==> src/rtl/voice_pkg.sv <==
// voice_pkg: shared constants, FSM state type and helpers for voice_allocator.
// Status nibbles, parameter-RAM word layout, phase-increment math.
package voice_pkg;

  localparam logic [3:0] NOTE_OFF = 4'h8;
  localparam logic [3:0] NOTE_ON  = 4'h9;
  localparam logic [3:0] PROG_CHG = 4'hC;

  localparam int GATE_BIT   = 43;
  localparam int NOTE_LSB   = 36;
  localparam int WAVE_LSB   = 32;
  localparam int DPHASE_LSB = 0;

  typedef enum logic [1:0] {
    ST_IDLE,
    ST_DECODE,
    ST_SEARCH,
    ST_WRITE
  } state_t;

  // Only ever called with elaboration constants; the real math folds away.
  function automatic logic [31:0] phase_delta(int n, int fs);
    real v_f;
    v_f = 440.0 * (2.0 ** ((real'(n) - 69.0) / 12.0));
    v_f = v_f * 4294967296.0 / real'(fs);
    return 32'(longint'(v_f));
  endfunction

  function automatic logic [43:0] pack_wdata(
    logic        gate,
    logic [6:0]  note,
    logic [3:0]  wave,
    logic [31:0] dphase
  );
    logic [43:0] v_d;
    v_d = '0;
    v_d[GATE_BIT] = gate;
    v_d[NOTE_LSB +: 7] = note;
    v_d[WAVE_LSB +: 4] = wave;
    v_d[DPHASE_LSB +: 32] = dphase;
    return v_d;
  endfunction

endpackage

==> src/rtl/note_phase_rom.sv <==
// note_phase_rom: 128 x 32 MIDI-note to phase-increment table, registered output.
// Ports: clk, i_addr (note 0..127), o_data (delta_phase, valid 1 cycle after i_addr).
import voice_pkg::*;

module note_phase_rom #(
  parameter int FS_HZ = 48000
) (
  input  logic        clk,
  input  logic [6:0]  i_addr,
  output logic [31:0] o_data
);

  logic [31:0] w_rom [128];

  for (genvar g = 0; g < 128; g++) begin : g_rom
    assign w_rom[g] = phase_delta(g, FS_HZ);
  end

  always_ff @(posedge clk) begin
    o_data <= w_rom[i_addr];
  end

endmodule

==> src/rtl/voice_allocator.sv <==
// voice_allocator: MIDI note-on/off/program-change to voice parameter RAM writes.
// Ports: clk, reset (async, active-high); midi_byte_ready + midi_byte0..2 in;
// busy, midi_drop out; ram_we/ram_wr_ack handshake with ram_addr, ram_wdata.
// CHANNEL_FILTER_EN adds listen_channel and ignores other channels.
import voice_pkg::*;

module voice_allocator #(
  parameter int NUM_VOICES = 16,
  parameter int VOICE_W    = 4,
  parameter int FS_HZ      = 48000
) (
  input  logic               clk,
  input  logic               reset,
  input  logic               midi_byte_ready,
  input  logic [7:0]         midi_byte0,
  input  logic [7:0]         midi_byte1,
  input  logic [7:0]         midi_byte2,
`ifdef CHANNEL_FILTER_EN
  input  logic [3:0]         listen_channel,
`endif
  output logic               busy,
  output logic               midi_drop,
  output logic               ram_we,
  input  logic               ram_wr_ack,
  output logic [VOICE_W-1:0] ram_addr,
  output logic [43:0]        ram_wdata
);

  state_t              r_state;
  logic [3:0]          r_hi;
  logic [6:0]          r_key;
  logic [7:0]          r_vel;
  logic                r_is_on;
  logic [VOICE_W-1:0]  r_idx;
  logic [VOICE_W-1:0]  r_cnt;
  logic [VOICE_W-1:0]  r_voice;
  logic [VOICE_W-1:0]  r_rr;
  logic [3:0]          r_cur_wave;
  logic [43:0]         r_wdata;
  logic [NUM_VOICES-1:0] r_active;
  logic [6:0]          r_note [NUM_VOICES];
  logic [3:0]          r_wave [NUM_VOICES];

  logic [31:0] w_delta;
  logic        w_note_on;
  logic        w_note_off;
  logic        w_chan_ok;
  logic        w_free;
  logic        w_match;
  logic        w_last;

`ifdef CHANNEL_FILTER_EN
  logic [3:0] r_chan;
  logic       w_unused;
  assign w_unused  = midi_byte1[7];
  assign w_chan_ok = (r_chan == listen_channel);
`else
  logic w_unused;
  assign w_unused  = ^{midi_byte1[7], midi_byte0[3:0]};
  assign w_chan_ok = 1'b1;
`endif

  note_phase_rom #(
    .FS_HZ (FS_HZ)
  ) u_rom (
    .clk    (clk),
    .i_addr (r_key),
    .o_data (w_delta)
  );

  assign w_note_on  = (r_hi == NOTE_ON) && (r_vel != 8'd0);
  assign w_note_off = (r_hi == NOTE_OFF) ||
                      ((r_hi == NOTE_ON) && (r_vel == 8'd0));
  assign w_free  = !r_active[r_idx];
  assign w_match = r_active[r_idx] && (r_note[r_idx] == r_key);
  assign w_last  = (r_cnt == VOICE_W'(NUM_VOICES - 1));

  assign busy      = (r_state != ST_IDLE);
  assign midi_drop = midi_byte_ready && busy;
  assign ram_we    = (r_state == ST_WRITE);
  assign ram_addr  = r_voice;
  assign ram_wdata = r_wdata;

  always_ff @(posedge clk or posedge reset) begin
    if (reset) begin
      r_state    <= ST_IDLE;
      r_hi       <= '0;
      r_key      <= '0;
      r_vel      <= '0;
      r_is_on    <= 1'b0;
      r_idx      <= '0;
      r_cnt      <= '0;
      r_voice    <= '0;
      r_rr       <= '0;
      r_cur_wave <= '0;
      r_wdata    <= '0;
      r_active   <= '0;
      for (int i = 0; i < NUM_VOICES; i++) begin
        r_note[i] <= '0;
        r_wave[i] <= '0;
      end
`ifdef CHANNEL_FILTER_EN
      r_chan     <= '0;
`endif
    end else begin
      unique case (r_state)
        ST_IDLE: begin
          if (midi_byte_ready) begin
            r_hi    <= midi_byte0[7:4];
            r_key   <= midi_byte1[6:0];
            r_vel   <= midi_byte2;
`ifdef CHANNEL_FILTER_EN
            r_chan  <= midi_byte0[3:0];
`endif
            r_state <= ST_DECODE;
          end
        end
        ST_DECODE: begin
          r_cnt   <= '0;
          r_is_on <= w_note_on;
          r_idx   <= w_note_on ? r_rr : '0;
          if (!w_chan_ok) begin
            r_state <= ST_IDLE;
          end else if (w_note_on || w_note_off) begin
            r_state <= ST_SEARCH;
          end else begin
            if (r_hi == PROG_CHG) r_cur_wave <= r_key[3:0];
            r_state <= ST_IDLE;
          end
        end
        ST_SEARCH: begin
          r_idx <= r_idx + 1'b1;
          r_cnt <= r_cnt + 1'b1;
          if (r_is_on) begin
            // Full table after a whole lap: steal the round-robin slot.
            if (w_free || w_last) begin
              r_voice <= w_free ? r_idx : r_rr;
              r_wdata <= pack_wdata(1'b1, r_key, r_cur_wave, w_delta);
              r_state <= ST_WRITE;
            end
          end else if (w_match) begin
            r_voice <= r_idx;
            r_wdata <= pack_wdata(1'b0, r_note[r_idx], r_wave[r_idx],
                                  w_delta);
            r_state <= ST_WRITE;
          end else if (w_last) begin
            r_state <= ST_IDLE;
          end
        end
        ST_WRITE: begin
          if (ram_wr_ack) begin
            r_active[r_voice] <= r_is_on;
            if (r_is_on) begin
              r_note[r_voice] <= r_key;
              r_wave[r_voice] <= r_cur_wave;
              r_rr            <= r_voice + 1'b1;
            end
            r_state <= ST_IDLE;
          end
        end
        default: r_state <= ST_IDLE;
      endcase
    end
  end

endmodule

==> config.mk <==
export PLATFORM = sky130hd
export DESIGN_NAME = voice_allocator
export DESIGN_NICKNAME = d
export VERILOG_FILES = /design/src/rtl/voice_pkg.sv /design/src/rtl/note_phase_rom.sv /design/src/rtl/voice_allocator.sv
export SDC_FILE = /design/constraint.sdc
export NUM_CORES = 1
export LEC_CHECK = 0
export CAP_MARGIN = 40
export CORE_MARGIN = 4
export CORE_UTILIZATION = 50
export DETAILED_ROUTE_END_ITERATION = 10
export PLACE_DENSITY = 0.76
export SETUP_SLACK_MARGIN = 0.2
export SYNTH_ARGS = -nofsm -noshare
export SYNTH_HDL_FRONTEND = slang
export SYNTH_SLANG_ARGS = --single-unit
==> constraint.sdc <==
create_clock -name clk -period 9.4 [get_ports clk]
set_clock_uncertainty 0.1 [all_clocks]
set_input_delay 1.88 -clock clk [delete_from_list [all_inputs] [get_ports clk]]
set_output_delay 1.88 -clock clk [all_outputs]
set_load 0.02 [all_outputs]
==> metrics, run 1 <==
RePlAce Congestion=0.955; crit-path max cell delay=between 600 and 700 ps; CP delay by family, top=buffers and inverters; Antenna Diode Count=0; routed len/inst=about 23 um; final slew viol count=0; Gate Count Post-Synth=1587; WP depth=3; Post-Place Cells=around 2000; Starting Density=0.506; crit-path most repeated cell=clkdlybuf4s50_1; Fill cells=around 2800; final instance count without filler cells=2066; CP Cell Sequence=clkdlybuf4s50_1 -> nor2b_1 -> clkdlybuf4s50_1; Pleak=approximately 8.4 nW; Post-synth EDFFs=0; RR Startpoint=r_idx[1]; largest net degree at the start of global routing=~140; RSZ-0062 raised after global routing=false; Hold Path End=ram_wdata[4]; DR vias=around 13000; ys async rst share=0.899; metal3 WL=between 3000 and 4000 um; Min-Delay Path Class=reg -> reg; Final WS setup=~4300 ps; Die Span Y=192 um; All-Layer GR Usage=0.255; r2r worst-path depth=10; crit path DAT=~3100 ps; DR vias/cell=between 6 and 7; Post-CTS Setup Inserts=0; Hold Path Stages=1; period utilisation layout=0.542; CTS Sinks=~300; root buf cell=clkbuf_16; CP Launch Type=input pin; Ys Warns=0; Max H-tree Level=1; RR Endpoint=ram_wdata[27]; FF-to-FF setup slack=around 4600 ps; Worst Path Buf+Inv=2; met1 WL=around 21000 um; Residual DRC=0; Fmax=approximately 200 MHz; CTS tree=done; Finish-stage setup viols=0; CP max-delay cell=clkdlybuf4s50_1; first-pass GRT wire length=~74000 um; final hold vios=0; Longest Clk Path Bufs=3; clk_lat worst skew=about 600 ps; I/O pin cnt=79; Worst EP required=approximately 7400 ps; DIE AREA=0.0369 mm2; GR Overflow Total=0; register area share after synthesis=0.445; Tmin final=around 5000 ps; # rows=67; post-place instance area=between 0.015 and 0.02 mm2; setup TNS=0 ps; area of the multi-input gates=0.00867 mm2; hold-fix buffers at CTS=0; Chip Width=slightly below 200 um; status=finished clean; CP Max Fanout=3; hold wc startpoint=u_rom.o_data[4]; Antenna Violating Nets Remaining=0; Avg Cell Area, Syn=approximately 11 um2; Post-Syn Nets=between 1500 and 2000; Cell Pwr Density=roughly 320 mW/mm2; Clock Pin Slew Worst Setup and Hold Paths=70 ps; Rel. slew slack=0.369; synth-to-layout area growth=12.5%; Post-CTS Resized=0; worst vdd ir=between 0.0002 and 0.00025 V; most common cell after layout, fill and taps aside=dfrtp_1; vias in the first global route=roughly 13000; count of cell types in the netlist=74; Synth Register Bits=approximately 310; Util after Layout=0.569; most frequent cells in the layout=dfrtp_1 (270), mux2_2 (197), o21ai_0 (162); met2 wire len=21700 um; number of DRC markers in iteration 0=about 1400; pin slew with the least headroom to its limit=a little over 900 ps; Synth Flop Type=dfrtp_1; TritonCTS Buffers=31; post-detail-place hpwl=31100 um; top sig layer=met4; Crit Path Category=in -> out; initial antenna violation count=0; DR pass1 iterations=6; final wirelength=47300 um; Std-Cell Core Area=0.0335 mm2; dpl ws=4300 ps; fin area=about 0.019 mm2; Max Cap Viol=0; layout net count=1643; PortBufs=between 70 and 80; layout cell share with drive strength beyond 1=0.245; register area=between 0.007 and 0.008 mm2; Netlist Area Pre-Place=around 0.017 mm2; Worst Setup End Kind=primary output
cell families after synthesis:
logic type / synth area share
DFF: 0.445
and+or+nand+nor: 0.0998
buffers and inverters: 0.0434
other: 0.000221
adders and majority gates: 0.0155
AOI/OAI and AO/OA: 0.139
xor gates and xnor gates: 0.00568
muxes: 0.251
Yosys cell counts (5+ instances only):
cell type	number	area, um2
nor2b_1	17	106
mux4_2	42	946
or2_2	5	31.3
mux2_2	197	2220
and3_1	5	31.3
a221o_1	10	100
a21oi_1	73	365
nor2_1	107	402
ha_1	21	263
buf_1	25	93.8
a22oi_1	7	52.6
o311ai_0	5	43.8
a21o_1	5	37.5
or3_1	6	37.5
dfrtp_1	277	6930
buf_4	6	45.0
and2_1	9	56.3
nand2_1	142	533
dfxtp_1	31	621
clkbuf_1	96	360
o22ai_1	12	75.1
buf_6	10	113
a31oi_1	14	87.6
o31ai_1	12	90.1
o21ai_0	162	811
nor3_1	10	50.1
a211oi_1	22	165
inv_1	21	78.8
xnor2_1	10	87.6
o211ai_1	19	143
mux2i_1	55	551
mux2_4	27	405
nand2b_1	17	106
nand4_1	6	37.5
nand3_1	33	165
through the flow:
stage               hold slack (ps)  power [W]
floorplan                       339    0.00393
global placement                344    0.00480
detailed placement              347    0.00484
CTS                             361    0.00614
global route                    374    0.00653
finish                          356    0.00619
how the worst max path moves through the flow:
| stage | from | to |
|---|---|---|
| floorplan | reset | r_active[0] |
| global placement | midi_byte_ready | midi_drop |
| detailed placement | midi_byte_ready | midi_drop |
| CTS | midi_byte_ready | midi_drop |
| global route | midi_byte_ready | midi_drop |
| finish | midi_byte_ready | midi_drop |
state kept, by name, indices dropped and copies added, names as in the netlist:
name	count
r_vel	8
ram_addr	4
r_wave	64
u_rom.o_data	31
r_is_on	1
r_hi	4
r_active	16
r_state	2
r_cur_wave	4
r_key	7
ram_wdata	43
r_note	112
r_cnt	4
r_rr	4
r_idx	4
power breakdown:
part	switching [W]	total [W]	internal [W]
Sequential	0.000257	0.00178	0.00152
Clock	0.000545	0.00129	0.000740
Combinational	0.00199	0.00313	0.00114
routing by layer:
layer | GRT usage | vias up
met5 | 0 | -
met4 | 0.0806 | 0
met3 | 0.0487 | 97
met2 | 0.394 | 529
met1 | 0.367 | 6466
li1 | - | 5787
cell type report:
| type | count | area share |
|---|---|---|
| inverters | 25 | 0.00511 |
| clock inverters | 15 | 0.00695 |
| clock buffers | 42 | 0.0498 |
| flip-flops and latches | 308 | 0.396 |
| repair buffers | 115 | 0.0580 |
| well taps | 448 | 0.0294 |
| multi-input cells | 1113 | 0.454 |
Note: power is estimated with default switching activity, not from simulation.
==> run 2, diff against run 1 <==
--- a/config.mk
+++ b/config.mk
@@ -9,7 +9,7 @@
 export CORE_MARGIN = 4
 export CORE_UTILIZATION = 50
 export DETAILED_ROUTE_END_ITERATION = 10
-export PLACE_DENSITY = 0.76
+export PLACE_DENSITY = 0.73
 export SETUP_SLACK_MARGIN = 0.2
 export SYNTH_ARGS = -nofsm -noshare
 export SYNTH_HDL_FRONTEND = slang
==> constraint.sdc (replaced) <==
create_clock -name clk -period 4.8 [get_ports clk]
set_clock_uncertainty 0.1 [all_clocks]
set_input_delay 0.96 -clock clk [delete_from_list [all_inputs] [get_ports clk]]
set_output_delay 0.96 -clock clk [all_outputs]
set_load 0.02 [all_outputs]
==> metrics, run 2 (synthesis results as in run 1) <==
Max Cap Viol=0; GR Overflow Total=0; worst vdd ir=roughly 0.00048 V; Pleak=~8.5 nW; dpl ws=about 750 ps; largest net degree at the start of global routing=between 100 and 150; Antenna Violating Nets Remaining=0; r2r worst-path depth=11; Post-CTS Setup Inserts=0; pin slew with the least headroom to its limit=around 940 ps; CP Max Fanout=34; Worst setup startpoint=r_idx[3]; setup TNS=0 ps; Longest Clk Path Bufs=3; Std-Cell Core Area=roughly 0.034 mm2; final hold vios=0; final slew viol count=0; Util after Layout=0.574; root buf cell=clkbuf_16; Power Total=0.0123 W; DR vias/cell=approximately 6.2; most frequent cells in the layout=dfrtp_1 (270), mux2_2 (197), o21ai_0 (162); status=finished clean; Max H-tree Level=2; Tmin final=slightly above 4000 ps; DR pass1 iterations=6; hold-fix buffers at CTS=0; layout net count=approximately 1700; I/O pin cnt=79; number of DRC markers in iteration 0=around 1500; CP Launch Type=register; Chip Width=approximately 190 um; clk_lat worst skew=530 ps; Min-Delay Path Class=reg -> reg; post-place instance area=between 0.015 and 0.02 mm2; RSZ-0062 raised after global routing=false; routed len/inst=~23 um; TritonCTS Buffers=34; synth-to-layout area growth=13.5%; Worst Setup End Kind=register; CTS tree=done; Post-CTS Resized=0; RR Startpoint=r_idx[3]; post-detail-place hpwl=about 32000 um; DR vias=roughly 13000; FF-to-FF setup slack=a little over 700 ps; period utilisation layout=0.853; Starting Density=0.506; Residual DRC=0; Crit Path Category=reg -> reg; fin area=0.0192 mm2; final wirelength=47200 um; RR Endpoint=ram_wdata[30]; Die Span Y=a little under 200 um; initial antenna violation count=0; PortBufs=72; Finish-stage setup viols=0; vias in the first global route=12700; Cell Pwr Density=638 mW/mm2; CTS Sinks=around 310; crit path to=ram_wdata[30]; Fmax=between 200 and 250 MHz; Top reg by flops=r_note; Worst EP required=5110 ps; Rel. slew slack=0.373; first-pass GRT wire length=73600 um; DIE AREA=between 0.03 and 0.04 mm2; RePlAce Congestion=~0.97; layout cell share with drive strength beyond 1=0.250; crit path DAT=between 4000 and 5000 ps; Antenna Diode Count=0; Final WS setup=approximately 700 ps; Clock Pin Slew Worst Setup and Hold Paths=60 ps; most common cell after layout, fill and taps aside=dfrtp_1; All-Layer GR Usage=0.255; max reg flops=between 100 and 150; # rows=67
run 2: layout make-up:
| class | count | area (um2) |
|---|---|---|
| fill | 2764 | 14300 |
| multi-input combinational | 1113 | 8680 |
| sequential | 308 | 7560 |
| timing repair buffer | 126 | 1210 |
| clock buffer | 43 | 915 |
| tap | 448 | 561 |
| clock inverter | 16 | 216 |
| inverter | 25 | 97.6 |
run 2: layer usage:
metal / global-route usage / vias up / wire length (um)
met2: 0.384 / 590 / 21300
met1: 0.374 / 6433 / 20700
met3: 0.0465 / 106 / 3710
met4: 0.0828 / 0 / 1440
li1: - / 5803 / -
met5: 0 / - / 0
run 2: worst min path at each step:
stage	from	to	slack [ps]	depth (start not counted)
floorplan	u_rom.o_data[26]	ram_wdata[26]	340	1
global placement	u_rom.o_data[11]	ram_wdata[11]	340	1
detailed placement	u_rom.o_data[29]	ram_wdata[29]	350	1
CTS	u_rom.o_data[7]	ram_wdata[7]	350	1
global route	u_rom.o_data[20]	ram_wdata[20]	360	1
finish	u_rom.o_data[7]	ram_wdata[7]	350	1
run 2: where the power goes:
group	internal (W)	switching [W]	total [W]
clock	0.00153	0.00109	0.00262
combinational	0.00229	0.00396	0.00625
sequential	0.00298	0.000434	0.00342
total	0.00681	0.00548	0.0123
run 2: critical path: stages, from the launching register on:
cell      delay [ps]
dfrtp_1          710
buf_4            340
buf_4            310
mux2i_1          220
nand3_1          110
nand4_1          150
mux2_2           340
a2111o_1         470
nor3_2           290
a21o_2           240
buf_12           240
mux2_2           380
run 2: through the flow:
stage                     hold WS, ps  std cells
final                             355       2079
after global routing              364       2079
after CTS                         351       2078
after detailed placement          346       2019
after global placement            344       2013
after floorplan                   339       1587
